$ cat config.mk
export PLATFORM = sky130hd
export DESIGN_NAME = ps2_host_tx
export DESIGN_NICKNAME = d
export VERILOG_FILES = /design/src/rtl/ps2_pkg.sv /design/src/rtl/ps2_line_sync.sv /design/src/rtl/ps2_host_tx.sv
export SDC_FILE = /design/constraint.sdc
export NUM_CORES = 1
export LEC_CHECK = 0
export CAP_MARGIN = 20
export CORE_ASPECT_RATIO = 0.5
export CORE_MARGIN = 5
export CORE_UTILIZATION = 52
export DETAILED_ROUTE_END_ITERATION = 16
export GPL_TIMING_DRIVEN = 1
export PLACE_DENSITY = 0.83
export SLEW_MARGIN = 20
export SYNTH_ARGS = -nofsm -noshare
export SYNTH_HDL_FRONTEND = slang
export SYNTH_SLANG_ARGS = --single-unit
$ cat constraint.sdc
create_clock -name CLOCK_50 -period 1.9 [get_ports CLOCK_50]
set_input_delay 0.285 -clock CLOCK_50 [delete_from_list [all_inputs] [get_ports CLOCK_50]]
set_output_delay 0.285 -clock CLOCK_50 [all_outputs]
set_load 0.05 [all_outputs]
$ cat src/rtl/ps2_pkg.sv
// ============================================================================
// Module      : ps2_pkg
// Description : Shared PS/2 types, command constants and the parity helper.
// Revision    : 1.0  initial release
// ============================================================================
`default_nettype none

package ps2_pkg;

    typedef enum logic [2:0] {
        IDLE    = 3'd0,
        INHIBIT = 3'd1,
        REQUEST = 3'd2,
        DATA    = 3'd3,
        PARITY  = 3'd4,
        STOP    = 3'd5,
        ACK     = 3'd6,
        RELEASE = 3'd7
    } ps2_tx_state_t;

    localparam logic [7:0] CMD_SET_LEDS = 8'hED;
    localparam logic [7:0] CMD_RESET    = 8'hFF;
    localparam logic [7:0] ACK_BYTE     = 8'hFA;

    function automatic logic odd_parity(input logic [7:0] data_byte);
        return ~^data_byte;
    endfunction

endpackage

`default_nettype wire

$ cat src/rtl/ps2_line_sync.sv
// ============================================================================
// Module      : ps2_line_sync
// Description : Two-flop synchronizer for PS2_CLK/PS2_DAT plus clock fall flag.
// Revision    : 1.0  initial release
// ============================================================================
`default_nettype none

module ps2_line_sync (
    input  logic clk,
    input  logic rst,
    input  logic i_ps2_clk,
    input  logic i_ps2_dat,
    output logic o_clk_sync,
    output logic o_dat_sync,
    output logic o_clk_fall
);

    // Bit 0 carries the clock line, bit 1 the data line.
    logic [1:0] meta_q, meta_d;
    logic [1:0] sync_q, sync_d;
    logic       clk_prev_q, clk_prev_d;

    always_comb begin
        meta_d     = {i_ps2_dat, i_ps2_clk};
        sync_d     = meta_q;
        clk_prev_d = sync_q[0];
    end

    // Idle bus is high, so resetting to 1 avoids a false fall after reset.
    always_ff @(posedge clk) begin
        if (rst) begin
            meta_q     <= 2'b11;
            sync_q     <= 2'b11;
            clk_prev_q <= 1'b1;
        end else begin
            meta_q     <= meta_d;
            sync_q     <= sync_d;
            clk_prev_q <= clk_prev_d;
        end
    end

    assign o_clk_sync = sync_q[0];
    assign o_dat_sync = sync_q[1];
    assign o_clk_fall = clk_prev_q & ~sync_q[0];

endmodule

`default_nettype wire

$ cat src/rtl/ps2_host_tx.sv
// ============================================================================
// Module      : ps2_host_tx
// Description : PS/2 host-to-device command transmitter with ACK detection.
// Revision    : 1.0  initial release
// ============================================================================
`default_nettype none

module ps2_host_tx #(
    parameter int INHIBIT_CYCLES = 6000,
    parameter int TIMEOUT_CYCLES = 750000
) (
    input  logic       CLOCK_50,
    input  logic       reset,
    input  logic       ps2_clk_in,
    input  logic       ps2_dat_in,
    output logic       ps2_clk_oe,
    output logic       ps2_dat_oe,
    input  logic [7:0] command,
    input  logic       send,
    output logic       ready,
    output logic       busy,
    output logic       done,
    output logic       error
);

    import ps2_pkg::*;

    localparam int CNT_MAX_VAL = (INHIBIT_CYCLES > TIMEOUT_CYCLES) ? INHIBIT_CYCLES : TIMEOUT_CYCLES;
    localparam int CNT_W       = $clog2(CNT_MAX_VAL + 1);

    localparam logic [CNT_W-1:0] CNT_SAT      = '1;
    localparam logic [CNT_W-1:0] INHIBIT_LAST = CNT_W'(INHIBIT_CYCLES - 1);
    localparam logic [CNT_W-1:0] TIMEOUT_LAST = CNT_W'(TIMEOUT_CYCLES - 1);

    logic w_clk_sync;
    logic w_dat_sync;
    logic w_clk_fall;

    ps2_line_sync u_line_sync (
        .clk        (CLOCK_50),
        .rst        (reset),
        .i_ps2_clk  (ps2_clk_in),
        .i_ps2_dat  (ps2_dat_in),
        .o_clk_sync (w_clk_sync),
        .o_dat_sync (w_dat_sync),
        .o_clk_fall (w_clk_fall)
    );

    ps2_tx_state_t    state_q, state_d;
    logic [7:0]       cmd_q, cmd_d;
    logic             parity_q, parity_d;
    logic [CNT_W-1:0] cnt_q, cnt_d;
    logic [2:0]       idx_q, idx_d;
    logic             clk_oe_q, clk_oe_d;
    logic             dat_oe_q, dat_oe_d;
    logic             ready_q, ready_d;
    logic             busy_q, busy_d;
    logic             done_q, done_d;
    logic             error_q, error_d;

    logic [CNT_W-1:0] w_cnt_inc;
    logic             w_timed;

    always_comb begin
        w_cnt_inc = (cnt_q == CNT_SAT) ? cnt_q : cnt_q + 1'b1;
        w_timed   = (state_q == DATA) || (state_q == PARITY) || (state_q == STOP) ||
                    (state_q == ACK)  || (state_q == RELEASE);

        state_d  = state_q;
        cmd_d    = cmd_q;
        parity_d = parity_q;
        cnt_d    = cnt_q;
        idx_d    = idx_q;
        clk_oe_d = clk_oe_q;
        dat_oe_d = dat_oe_q;
        done_d   = 1'b0;
        error_d  = 1'b0;

        if (w_timed) begin
            cnt_d = w_cnt_inc;
        end

        case (state_q)
            IDLE: begin
                clk_oe_d = 1'b0;
                dat_oe_d = 1'b0;
                if (send) begin
                    cmd_d    = command;
                    parity_d = odd_parity(command);
                    cnt_d    = '0;
                    clk_oe_d = 1'b1;
                    state_d  = INHIBIT;
                end
            end
            INHIBIT: begin
                cnt_d = w_cnt_inc;
                if (cnt_q == INHIBIT_LAST) begin
                    dat_oe_d = 1'b1;
                    state_d  = REQUEST;
                end
            end
            REQUEST: begin
                clk_oe_d = 1'b0;
                cnt_d    = '0;
                idx_d    = 3'd0;
                state_d  = DATA;
            end
            DATA: begin
                if (w_clk_fall) begin
                    dat_oe_d = ~cmd_q[idx_q];
                    if (idx_q == 3'd7) begin
                        state_d = PARITY;
                    end else begin
                        idx_d = idx_q + 3'd1;
                    end
                end
            end
            PARITY: begin
                if (w_clk_fall) begin
                    dat_oe_d = ~parity_q;
                    state_d  = STOP;
                end
            end
            STOP: begin
                if (w_clk_fall) begin
                    dat_oe_d = 1'b0;
                    state_d  = ACK;
                end
            end
            ACK: begin
                if (w_clk_fall) begin
                    if (!w_dat_sync) begin
                        state_d = RELEASE;
                    end else begin
                        error_d = 1'b1;
                        state_d = IDLE;
                    end
                end
            end
            RELEASE: begin
                if (w_clk_sync && w_dat_sync) begin
                    done_d  = 1'b1;
                    state_d = IDLE;
                end
            end
            default: state_d = IDLE;
        endcase

        // Timeout overrides whatever the bus did in the same cycle.
        if (w_timed && (cnt_q == TIMEOUT_LAST)) begin
            done_d  = 1'b0;
            error_d = 1'b1;
            state_d = IDLE;
        end

        if (state_d == IDLE) begin
            clk_oe_d = 1'b0;
            dat_oe_d = 1'b0;
        end

        ready_d = (state_d == IDLE);
        busy_d  = ~ready_d;
    end

    always_ff @(posedge CLOCK_50) begin
        if (reset) begin
            state_q  <= IDLE;
            cmd_q    <= 8'h00;
            parity_q <= 1'b0;
            cnt_q    <= '0;
            idx_q    <= 3'd0;
            clk_oe_q <= 1'b0;
            dat_oe_q <= 1'b0;
            ready_q  <= 1'b1;
            busy_q   <= 1'b0;
            done_q   <= 1'b0;
            error_q  <= 1'b0;
        end else begin
            state_q  <= state_d;
            cmd_q    <= cmd_d;
            parity_q <= parity_d;
            cnt_q    <= cnt_d;
            idx_q    <= idx_d;
            clk_oe_q <= clk_oe_d;
            dat_oe_q <= dat_oe_d;
            ready_q  <= ready_d;
            busy_q   <= busy_d;
            done_q   <= done_d;
            error_q  <= error_d;
        end
    end

    assign ps2_clk_oe = clk_oe_q;
    assign ps2_dat_oe = dat_oe_q;
    assign ready      = ready_q;
    assign busy       = busy_q;
    assign done       = done_q;
    assign error      = error_q;

endmodule

`default_nettype wire

* Yosys cells after proc, flatten, opt, wreduce, memory -nomap -nowiden
Cells that the tools add are included.
** Operators by class
- Add/sub/neg operators :: 2
- Order comparisons :: 1
- Equal/unequal tests :: 16
- Muxes and demuxes :: 32
- Bitwise gates (word level) :: 6
- Reduce and logical (&&, ||, !) cells :: 17
** Operator list (number)
- 20-bit two-way mux :: 3
- 20-bit case mux with 3 select lines :: 1
- 20-bit equality test (second input constant) :: 2
- 3-bit two-way mux :: 12
- 3-bit case mux with 8 select lines :: 1
- 20-bit by 1-bit adder with 20-bit output (second input constant) :: 1
- 20-bit by 13-bit equality test with 1-bit output (second input constant) :: 1
- 3-bit equality test (second input constant) :: 5
- 1-bit two-way mux :: 11
- 8-bit XNOR reduction :: 1
- 3-bit by 2-bit equality test with 1-bit output (second input constant) :: 2
- 3-bit zero test :: 2
- 2-bit by 1-bit != test with 1-bit output (second input constant) :: 3
- 3-bit case mux with 2 select lines :: 1
- 1-bit NOT :: 5
- 1-bit case mux with 5 select lines :: 1
- 5-bit AND reduction :: 1
- 5-bit nonzero test :: 1
- 1-bit logical OR :: 4
- 3-bit by 4-bit < comparator with 1-bit output (second input constant) :: 1
- 2-bit != test (second input constant) :: 2
- 2-bit nonzero test :: 2
- 3-bit by 1-bit adder with 3-bit output (second input constant) :: 1
- 1-bit binary-select mux with 3-bit select :: 1
- other kinds (8) :: 9
** Storage, ports and cells
- Register bits :: 46
- Input bits :: 13
- Output and inout port bits :: 6
- Logic and storage cells :: 88

* Logic depth before layout (Yosys ltp)
- Depth after elaboration :: 9
- Mapped depth :: 7
- Depth with buffers taken out :: 6

* Cells and area by module
Synthesis repeated with hierarchy kept, for this count alone.
** Second synthesis, totals
- Cells, all modules :: 300
- Area total of the unflattened synthesis :: 2462.4 µm²
** Modules (own cells, without submodules)
- ps2_host_tx :: times used 1, cells each 289, area an instance 2324.7 µm², seq. area each 820.8 µm²
- ps2_line_sync :: times used 1, cells each 11, area an instance 137.6 µm², seq. area each 100.1 µm²

* Worst setup path after synthesis
Ideal clock, no wire load.
- Path type :: reg2reg
- Start point :: register cnt_q[0]
- End point :: register dat_oe_q (netlist: ps2_dat_oe)
- Library setup time :: 100 ps
- Arrival :: 1751 ps
- Required time :: 1800 ps
- Setup slack :: 50 ps
- Stages on the path, launching flop included :: 7
- Buffers on the path :: 0
- Clock period less this slack :: 1850 ps
- Path through :: dfxtp_1 ha_1 nand3_2 or4_4 o21ai_2 o31ai_2 a2111oi_4
** Between the ends
- Cells in the longest elaborated chain, start to end :: 6
- Elaborated cells between the ends (all ways) :: 10
- Classes of those cells :: eq/ne: 3; mux: 3; reduce/logical: 4
** RTL lines
- start, declared :: line ps2_host_tx.sv:52 : logic [CNT_W-1:0] cnt_q, cnt_d;
- start signal, assigned :: line ps2_host_tx.sv:182 : cnt_q <= cnt_d;
- 20-bit by 13-bit equality test with 1-bit output :: line ps2_host_tx.sv:97 : if (cnt_q == INHIBIT_LAST) begin
- 3-bit two-way mux :: line ps2_host_tx.sv:97
- 3-bit case mux with 8 select lines :: line ps2_host_tx.sv:83 : case (state_q)
- 3-bit two-way mux :: line ps2_host_tx.sv:150 : if (w_timed && (cnt_q == TIMEOUT_LAST)) begin
- 3-bit zero test :: line ps2_host_tx.sv:156 : if (state_d == IDLE) begin
- 2-bit OR reduction (no line)
- end signal, assigned :: line ps2_host_tx.sv:185 : dat_oe_q <= dat_oe_d;
- end, declared :: line ps2_host_tx.sv:55 : logic dat_oe_q, dat_oe_d;
Several ways; a longest one is shown, not always the timed one.
A chain may end at the register's enable or synchronous reset.

* Worst setup path after layout
- Start point :: register cnt_q[19]
- End point :: register ready_q (netlist: ready)
** Between the ends
- Cells in the longest elaborated chain, start to end :: 5
- Elaborated cells between the ends (all ways) :: 7
- Classes of those cells :: eq/ne: 2; mux: 3; reduce/logical: 2
** RTL lines
- 20-bit by 13-bit equality test with 1-bit output :: line ps2_host_tx.sv:97
- 3-bit two-way mux :: line ps2_host_tx.sv:97
- 3-bit case mux with 8 select lines :: line ps2_host_tx.sv:83
- 3-bit two-way mux (*) :: line ps2_host_tx.sv:150
- 3-bit zero test (*) :: line ps2_host_tx.sv:161 : ready_d = (state_d == IDLE);
- end signal, assigned :: line ps2_host_tx.sv:186 : ready_q <= ready_d;
- end, declared :: line ps2_host_tx.sv:56 : logic ready_q, ready_d;
Every way passes the cells marked *; elsewhere a longest branch is shown, timed or not.

==> impl_metrics.csv <==
group,metric,value,unit
clock_tree,cts_inserted_buffers,5,
drt,viasPerCell,5.96,
clock_tree,cts_max_level,2,
cells_and_area,multi_input_area,0.00159,mm2
drt,routed_wl,6380,um
setup_path,cp-start-kind,"flop",
logic_synthesis,netlist_instances,293,
setup_path,startpoint,"cnt_q[19]",
timing,relSlewSlack,0.560,
clock_tree,clk_path_buf_depth,2,
timing,tightest_slew,654,ps
setup_path,worst_ep_arrival_time,2100,ps
timing,finalHoldViolCount,0,
cells_and_area,regArea,933,um2
run,max-cap-violations,0,
power_and_ir_drop,power.leakage,1.10,nW
cells_and_area,final_nets,346,
floorplan,die_h,59.0,um
drt,dr.pass1.iters,5,
floorplan,die-area,0.00638,mm2
logic_synthesis,ys_warn_count,0,
timing,post-route-min-period,1860,ps
timing,whs,414,ps
cells_and_area,layout-drive-gt1-share,0.239,
global_routing,grt_pass1_vias,2266,
drt,route.detailed.drc,0,
clock_tree,clock-sinks,46,
floorplan,core-area,0.00451,mm2
setup_path,critical_path_class,"reg2reg",
drt,via_count,2366,
power_and_ir_drop,ir_worst_vdd,0.334,mV
clock_tree,clkLatencyLatePin,300,ps
power_and_ir_drop,powerDensity,608,mW/mm2
cells_and_area,final_area,0.00308,mm2
clock_tree,cts_tree,"yes",
clock_tree,cts-root-buf,"clkbuf_8",
cells_and_area,layoutNonFillerInstCount,397,
global_routing,track_usage,0.207,
placed_design,finalWeightedCongestion,0.937,
placed_design,dpl_cell_area,0.00289,mm2
global_routing,grt_pass1_wl,10500,um
clock_tree,cts_hold_buf,0,
floorplan,rows,17,
hold_path,hold_start,"u_line_sync.meta_q[1]",
setup_path,crit_fanout,7,
cells_and_area,fill_cells,327,
setup_path,path_cells,"nor4b_1, and4_4, a21o_1, a311o_2, and2_1",
cells_and_area,antenna_cells,0,
power_and_ir_drop,total_power,1.87,mW
timing,skew,2.19,ps
timing,grt_setup_unrepaired,"true",
hold_path,hp-class,"reg2reg",
drt,drt_iter0_drc,237,
floorplan,die_x,108,um
setup_path,crit_path_end_kind,"flop",
logic_synthesis,synth_ff_type,"dfxtp_1",
placed_design,post-dp-hpwl,4690,um
logic_synthesis,synth_seq_area_share,0.369,
global_routing,grt_overflow,0,
timing,timing.fmax,538,MHz
placed_design,dp.cells,389,
drt,ant_nets,0,
logic_synthesis,synth_area_per_cell,8.53,um2
status,outcome,"finished clean",
cells_and_area,areaGrowthSynthToFinish,23.2,%
global_routing,grt_max_degree,17,
timing,slew_viol_final,0,
setup_path,cpPeakStageDelay,520,ps
setup_path,r2r_start,"cnt_q[19]",
logic_synthesis,synth_fp_nets,309,
global_routing,antenna_found_initial,0,
logic_synthesis,synth_edf_count,0,
placed_design,io_buffers,18,
clock_tree,cts_setup_buffers,0,
logic_synthesis,synthDistinctLibCells,56,
setup_path,cp_slowest_cell,"dfxtp_1",
drt,wl_per_cell,16.1,um
floorplan,initial_core_util,0.554,
logic_synthesis,synth_area,0.00250,mm2
timing,min_period_over_period,0.978,
setup_path,crit_required,2140,ps
timing,setup_viol,0,
logic_synthesis,synthArstFlopShare,0,
floorplan,ios,19,
logic_synthesis,synth-seq-cells,46,
clock_tree,clkTransAtPathRegs,90,ps
-- critical path, delay by kind of cell (launching register included) --
kind	cells	cell delay [ps]
AND/OR/NAND/NOR	3	930
flip-flops	1	520
AO/OA/AOI/OAI	2	340
-- metrics by stage --
step	utilization	setup slack (ps)	setup TNS, ps
after detailed placement	0.641	0.630	0
after CTS	0.661	17.8	0
after floorplan	-	49.6	0
final	0.683	41.9	0
after global routing	0.683	-43.5	-145
after global placement	0.641	39.4	0
-- synth_stat cells, types with 2 or more instances --
cell,instances,area (um2)
a211oi_2,2,25.0
nor4_1,4,25.0
o21ai_0,21,105
nor2_1,21,78.8
nand3_1,10,50.1
a21oi_1,25,125
and3_1,3,18.8
a31oi_1,5,31.3
buf_2,4,20.0
mux4_2,2,45.0
mux2i_1,5,50.1
nor3b_1,4,30.0
and4_1,4,35.0
a41oi_1,3,26.3
and3b_1,2,17.5
nor3_1,7,35.0
a21o_1,4,30.0
nor4b_1,2,17.5
nand2b_1,4,25.0
o21ai_1,2,10.0
xnor2_1,11,96.3
a31o_2,4,35.0
dfxtp_1,46,921
a22o_1,6,52.6
inv_1,2,7.51
a211oi_1,3,22.5
or2_2,6,37.5
nand4_1,5,31.3
ha_1,3,37.5
nand2_1,33,124
clkbuf_1,9,33.8
nor2b_1,2,12.5
and2_1,4,25.0
or3_1,2,12.5
nor3_2,2,20.0
-- flip-flops by register name, indices dropped and copies added, names as in the netlist --
name                    count
parity_q                    1
cnt_q                      20
error                       1
ps2_dat_oe                  1
ps2_clk_oe                  1
busy                        1
idx_q                       3
done                        1
cmd_q                       8
u_line_sync.sync_q          2
ready                       1
u_line_sync.meta_q          2
u_line_sync.clk_prev_q      1
state_q                     3
-- layer usage --
layer,track usage,vias up,wire (um)
met5,0,-,0
met2,0.365,102,3110
li1,-,1156,-
met4,0.0576,0,72
met3,0.0457,10,448
met1,0.260,1098,2750
-- final timing paths --
kind	to	slack, ps	depth (start not counted)
setup / recovery	ready	40	5
setup reg to reg	ready	40	5
hold / removal	u_line_sync.sync_q[1]	410	1
hold reg to reg	u_line_sync.sync_q[1]	410	1
-- layout make-up --
class                   count  share of cell area
clock inverters             2             0.00447
clock buffers               6              0.0236
repair buffers             45               0.124
flip-flops and latches     46               0.303
multi-input cells         230               0.515
well taps                  66              0.0268
inverters                   2             0.00244
-- layout by cell type, fill, tap and decap left out, drive strengths merged, types with 3 or more instances in the layout --
master,count
nand3,11
nand2b,4
ha,3
nor4,4
or2,6
a21oi,25
o21ai,24
a31oi,5
nor3,10
nand4,6
nor2,21
a22o,6
a41oi,3
clkdlybuf4s50,18
dfxtp,46
buf,27
clkbuf,6
and4,5
nor3b,4
a31o,4
mux2i,5
nand2,33
xnor2,11
and3,3
and2,4
a21o,4
a211oi,5
-- cell families after synthesis --
logic type / count (synthesis) / synth area share
AOI/OAI and AO/OA: 85 / 0.230
xor gates and xnor gates: 11 / 0.0386
adders and majority gates: 3 / 0.0150
buffers and inverters: 17 / 0.0320
DFF: 46 / 0.369
muxes: 8 / 0.0426
and+or+nand+nor: 123 / 0.273
-- timing repair --
item / 4_1_cts / 5_1_grt
resized for setup: 1 / 22
endpoints found under the setup margin: 1 / 16
pin swaps: 1 / 2
-- report_power, final --
group,internal [mW],total [mW],switching (mW)
Sequential,0.992,1.01,0.0187
Combinational,0.121,0.260,0.139
Clock,0.260,0.601,0.341
Total,1.37,1.87,0.499
Power figures use the tool's default switching activity.
